<file path="config.mk">
export PLATFORM = sky130hd
export DESIGN_NAME = ysyx_23060332_lsu
export DESIGN_NICKNAME = d
export VERILOG_FILES = /design/src/rtl/ysyx_23060332_lsu.sv
export SDC_FILE = /design/constraint.sdc
export NUM_CORES = 1
export LEC_CHECK = 0
export CORE_MARGIN = 2
export CORE_UTILIZATION = 42
export CTS_CLUSTER_SIZE = 16
export DETAILED_ROUTE_END_ITERATION = 10
export PLACE_DENSITY = 0.8
export SLEW_MARGIN = 25
export SYNTH_ARGS = -nofsm -noshare
export SYNTH_HDL_FRONTEND = slang
export SYNTH_SLANG_ARGS = --single-unit
</file>
<file path="constraint.sdc">
create_clock -name clk -period 1.9 [get_ports clk]
set_input_delay 0.19 -clock clk [delete_from_list [all_inputs] [get_ports clk]]
set_output_delay 0.19 -clock clk [all_outputs]
set_load 0.05 [all_outputs]
</file>
<file path="src/rtl/ysyx_23060332_lsu.sv">
// ysyx_23060332_lsu: NPC load/store unit turning one EXU access into word-aligned, byte-masked memory beats.
// Define YSYX_23060332_LSU_SPLIT_EN to split word-crossing accesses into two beats; otherwise they fault.
module ysyx_23060332_lsu #(
    parameter logic [31:0] MEM_BASE = 32'h80000000,
    parameter logic [31:0] MEM_TOP  = 32'h87ffffff
) (
    input  logic        clk,
    input  logic        rst_n,
    input  logic        req_valid,
    output logic        req_ready,
    input  logic        req_wen,
    input  logic [31:0] req_addr,
    input  logic [31:0] req_wdata,
    input  logic [1:0]  req_size,
    input  logic        req_unsigned,
    output logic        rsp_valid,
    input  logic        rsp_ready,
    output logic [31:0] rsp_rdata,
    output logic        rsp_err,
    output logic        mem_req_valid,
    input  logic        mem_req_ready,
    output logic        mem_wen,
    output logic [31:0] mem_addr,
    output logic [31:0] mem_wdata,
    output logic [3:0]  mem_wmask,
    input  logic        mem_rsp_valid,
    input  logic [31:0] mem_rdata
);
`ifdef YSYX_23060332_LSU_SPLIT_EN
    localparam int MW = 8;
    localparam int WW = 64;
    localparam logic [2:0] REQ1  = 3'd3;
    localparam logic [2:0] WAIT1 = 3'd4;
`else
    localparam int MW = 4;
    localparam int WW = 32;
`endif
    localparam logic [2:0] IDLE  = 3'd0;
    localparam logic [2:0] REQ0  = 3'd1;
    localparam logic [2:0] WAIT0 = 3'd2;
    localparam logic [2:0] RESP  = 3'd5;

    logic [2:0]    state_q, state_d;
    logic          wen_q, wen_d, uns_q, uns_d, err_q, err_d;
    logic [31:0]   addr_q, addr_d, lo_q, lo_d;
    logic [1:0]    size_q, size_d;
    logic [MW-1:0] m8_q, m8_d, m8_n;
    logic [WW-1:0] w64_q, w64_d, w64_n, rd_all;
    logic [1:0]    lmask;
    logic [3:0]    base4, beat_mask;
    logic [32:0]   last;
    logic          bad, hi_beat;
    logic [31:0]   beat_data, sh, ext;
`ifdef YSYX_23060332_LSU_SPLIT_EN
    logic [31:0]   hi_q, hi_d;
`endif

    always_comb begin
        lmask = req_size == 2'd0 ? 2'd0 : req_size == 2'd1 ? 2'd1 : 2'd3;
        base4 = req_size == 2'd0 ? 4'h1 : req_size == 2'd1 ? 4'h3 : 4'hf;
        last  = {1'b0, req_addr} + {31'b0, lmask};
        bad   = req_size == 2'b11 || req_addr < MEM_BASE || last > {1'b0, MEM_TOP};
`ifndef YSYX_23060332_LSU_SPLIT_EN
        bad   = bad || (req_addr[1:0] & lmask) != 2'b00;
`endif
        m8_n  = MW'(base4) << req_addr[1:0];
        w64_n = WW'(req_wdata) << {req_addr[1:0], 3'b000};
    end

    always_comb begin
        state_d = state_q;
        wen_d   = wen_q;
        uns_d   = uns_q;
        err_d   = err_q;
        addr_d  = addr_q;
        size_d  = size_q;
        m8_d    = m8_q;
        w64_d   = w64_q;
        lo_d    = lo_q;
`ifdef YSYX_23060332_LSU_SPLIT_EN
        hi_d    = hi_q;
`endif
        case (state_q)
            IDLE: if (req_valid) begin
                wen_d   = req_wen;
                uns_d   = req_unsigned;
                err_d   = bad;
                addr_d  = req_addr;
                size_d  = req_size;
                m8_d    = m8_n;
                w64_d   = w64_n;
                state_d = bad ? RESP : REQ0;
            end
            REQ0: if (mem_req_ready) state_d = WAIT0;
            WAIT0: if (mem_rsp_valid) begin
                lo_d = mem_rdata;
`ifdef YSYX_23060332_LSU_SPLIT_EN
                state_d = |m8_q[7:4] ? REQ1 : RESP;
`else
                state_d = RESP;
`endif
            end
`ifdef YSYX_23060332_LSU_SPLIT_EN
            REQ1: if (mem_req_ready) state_d = WAIT1;
            WAIT1: if (mem_rsp_valid) begin
                hi_d    = mem_rdata;
                state_d = RESP;
            end
`endif
            RESP: if (rsp_ready) state_d = IDLE;
            default: state_d = IDLE;
        endcase
    end

    always_ff @(posedge clk or negedge rst_n) begin
        if (!rst_n) begin
            state_q <= IDLE;
            wen_q   <= 1'b0;
            uns_q   <= 1'b0;
            err_q   <= 1'b0;
            addr_q  <= '0;
            size_q  <= '0;
            m8_q    <= '0;
            w64_q   <= '0;
            lo_q    <= '0;
`ifdef YSYX_23060332_LSU_SPLIT_EN
            hi_q    <= '0;
`endif
        end else begin
            state_q <= state_d;
            wen_q   <= wen_d;
            uns_q   <= uns_d;
            err_q   <= err_d;
            addr_q  <= addr_d;
            size_q  <= size_d;
            m8_q    <= m8_d;
            w64_q   <= w64_d;
            lo_q    <= lo_d;
`ifdef YSYX_23060332_LSU_SPLIT_EN
            hi_q    <= hi_d;
`endif
        end
    end

`ifdef YSYX_23060332_LSU_SPLIT_EN
    assign hi_beat   = state_q == REQ1;
    assign beat_mask = hi_beat ? m8_q[7:4] : m8_q[3:0];
    assign beat_data = hi_beat ? w64_q[63:32] : w64_q[31:0];
    assign rd_all    = {hi_q, lo_q};
`else
    assign hi_beat   = 1'b0;
    assign beat_mask = m8_q;
    assign beat_data = w64_q;
    assign rd_all    = lo_q;
`endif

    // Outputs decode only from registered state so req_* never reaches mem_* combinationally.
    assign req_ready     = state_q == IDLE;
    assign mem_req_valid = state_q == REQ0 || hi_beat;
    assign mem_wen       = mem_req_valid && wen_q;
    assign mem_addr      = mem_req_valid ? {addr_q[31:2] + 30'(hi_beat), 2'b00} : 32'b0;
    assign mem_wmask     = mem_wen ? beat_mask : 4'b0;
    assign mem_wdata     = mem_req_valid ? beat_data : 32'b0;

    assign sh  = 32'(rd_all >> {addr_q[1:0], 3'b000});
    assign ext = size_q == 2'd0 ? {{24{!uns_q && sh[7]}}, sh[7:0]}
               : size_q == 2'd1 ? {{16{!uns_q && sh[15]}}, sh[15:0]} : sh;

    assign rsp_valid = state_q == RESP;
    assign rsp_err   = rsp_valid && err_q;
    assign rsp_rdata = (rsp_valid && !err_q && !wen_q) ? ext : 32'b0;
endmodule

</file>
==> results.toml <==
[timing]
report.final.hold_viol_count = 0
finalWorstPathRequiredPeriod_ns = 2.30
final-max-slew-violation-count = 0
worst-slew-pin-transition_ns = 0.650
period_share_pct = 121
setup-violations-final = 100
highest_clock_rate_ghz = 0.435
fin_ws_ns = -0.399
setup_tns_ns = -29.12
fin_worst_skew_ns = 0.00989
relSlewSlack_pct = 56.5
unrepaired_setup_endpoints_after_global_routing = "true"

[clock_network]
cts_sinks = 108
tritoncts.num_buffers = 9
tritoncts = "built"
path_clk_slew_ns = 0.07
ctsLongestPathBuffers = 2
cts_htree_levels = 3
clk_latency_ns = 0.36
cts_root_buffer_type = "clkbuf_16"

[route]
detail_route.vias_per_cell = 5.42
finalWirelength_um = 22000
num_vias = 5937
drt_iter0_markers = 357
routedWlPerCell_um = 20.0
detailedRoute.firstPassIterationCount = 5
detail-route-antenna-nets = 0
detail_route.drc_violations = 0

[yosys]
post_synth_inst_count = 674
post_synth_instance_area_um2 = 6110
netlist_top_cells_area = "dfrtp_1, nand2_1, mux2_2, and2_1, mux2i_1"
synth-seq-cells = 108
synth.top_cell.area_share_pct = 44.3
ys.flop_type = "dfrtp_1"
synthDistinctLibCells = 48
synth-edff-count = 0
async_flop_share_pct = 100
yosysTopAreaCell = "dfrtp_1"
syn_area_per_cell_um2 = 9.06
sequential_area_share_after_synthesis_pct = 44.3
synth.yosys.warnings = 0

[place]
detailedPlacementHpwl_um = 13900
port-buffer-count = 208
globalplace.congestion = 0.855
placed_cell_area_um2 = 9370
detailedPlace.worstSlack_ns = -0.532

[grt]
grt_max_degree = 63
first_global_vias = 6244
global_route_wire_length_before_repair_um = 33800
grt_remaining_overflow = 0
number_of_antenna_violations_at_the_first_check_in_global_routing = 1
global_route.usage.total_pct = 27.8

[pwr]
power_per_cell_area_nw_per_um2 = 1490
static-leakage-power_nw = 4.78
power.ir.vdd_worst_v = 0.000925
post-layout-total-power_mw = 16.0

[floorplan]
placement_rows = 44
fp.dieH_um = 125
dieArea_um2 = 15500
dieWidth_um = 125
initial_core_util_pct = 42.5
core_area_um2 = 14400
ports = 211

[worst_setup_path]
startpoint_type = "flop"
r2r_slack_ns = 0.09
path_depth = 7
crit_chain = "mux4_2 > nor2b_4 > o21bai_4 > nand2b_4 > buf_12 > a21oi_2 > buf_6"
cp-end-kind = "output port"
critPathCapture = "rsp_rdata[28]"
cp_max_fo = 8
reg2reg_to = "lo_q[21]"
r2r.worst_path.cells = 7
max_stage_delay_ns = 0.55
cp_num_buf_inv = 2
cpMaxStageDelayCell = "mux4_2"
timing.critical_path.required_ns = 1.71
critPathLaunch = "addr_q[0]"
r2r_start = "state_q[1]"
crit_arrival_ns = 2.11
crit_family = "multiplexers"
crit_type = "reg -> out"

[run]
maxCapViolCount = 0

[status]
violated_checks = "setup timing"
outcome = "finished, violations left"

[finish]
syn_to_final_growth_pct = 75.3
layout_commonest_cell = "nand2_1"
layout_common_cells = "nand2_1, dfrtp_1, clkdlybuf4s50_1"
final_util_pct = 74.5
area_of_all_placed_cells_without_fillers_um2 = 10700
final_layout_size_suffix_gt1_share_pct = 38.3
num-nets-final = 1016

[min_path]
holdCritPathClass = "in -> reg"
-- layer usage --
metal | track usage (%) | routed length, um | vias to the layer above
li1 | - | - | 2709
met5 | 0 | 0 | -
met3 | 6.23 | 1430 | 50
met4 | 11.5 | 690 | 0
met1 | 32.8 | 8410 | 2911
met2 | 48.7 | 11400 | 267
-- cell usage after synthesis, types with 3 or more instances --
cell,n
a211oi_1,15
a21oi_1,33
and2_1,64
and2b_2,3
and3_1,6
buf_2,8
buf_4,3
buf_6,4
clkbuf_1,35
dfrtp_1,108
ha_1,3
inv_1,5
mux2_2,40
mux2i_1,32
nand2_1,184
nand3_1,9
nand4_1,5
nor2_1,23
nor2_4,8
nor2b_1,11
nor3_1,3
nor4_1,3
o211ai_1,9
o21a_1,8
o21ai_0,14
o31ai_1,9
-- how the worst min path moves through the flow --
| stage | from | end | cells after the start |
|---|---|---|---|
| finish | req_size[0] | size_q[0] | 4 |
| global route | req_size[0] | size_q[0] | 4 |
| CTS | rst_n | lo_q[20] | 2 |
| detailed placement | rst_n | lo_q[20] | 1 |
| global placement | rst_n | lo_q[20] | 1 |
| floorplan | rst_n | addr_q[0] | 0 |
-- final cells by class --
type                            instances  area (um2)
Sequential cell                       108        2700
Timing Repair Buffer                  274        3770
Multi-Input combinational cell        508        3630
Fill cell                             968        3660
Tap cell                              184         230
Clock buffer                           10         239
Inverter                                5        18.8
Antenna cell                            1        2.50
Clock inverter                          6         111
-- registers in the layout (all words and copies together) (netlist names) --
signal	count
addr_q	32
beat_data	32
lo_q	32
beat_mask	4
state_q	3
size_q	2
err_q	1
uns_q	1
wen_q	1
-- logic make-up (layout without fill, tap and decap cells) --
| kind of cell | after synthesis | count (layout) | synth area share, % |
|---|---|---|---|
| compound gates | 99 | 99 | 10.5 |
| fa+ha+maj | 4 | 4 | 0.943 |
| buf+inv | 59 | 295 | 4.90 |
| flops | 108 | 108 | 44.3 |
| mux | 73 | 73 | 13.0 |
| other cells | 1 | 3 | 0.0614 |
| simple gates | 330 | 330 | 26.4 |
-- worst min-delay path, delay by kind of cell --
| kind | cells | cell delay (ns) |
|---|---|---|
| simple gates | 2 | 0.10 |
| buf+inv | 2 | 0.24 |
-- timing repair --
item	in CTS	in global routing
hold buffers	1	0
gates cloned	10	2
buffers inserted	14	7
pin swaps	44	18
endpoints found under the setup margin	101	108
hold endpoints to repair	29	0
gates resized for setup	150	28
-- where the power goes --
group	internal, mW	switching, mW	total [mW]
clock network	1.33	0.900	2.23
registers	3.36	0.803	4.17
logic	4.56	5.02	9.58
-- stage by stage --
step | instances | hold slack [ns]
6_report | 1096 | 0.212
5_1_grt | 1095 | 0.236
4_1_cts | 1093 | 0.353
3_5_place_dp | 1053 | 0.177
3_3_place_gp | 1053 | 0.171
2_1_floorplan | 675 | -0.106
No activity file was read; power rests on OpenSTA's default activity.
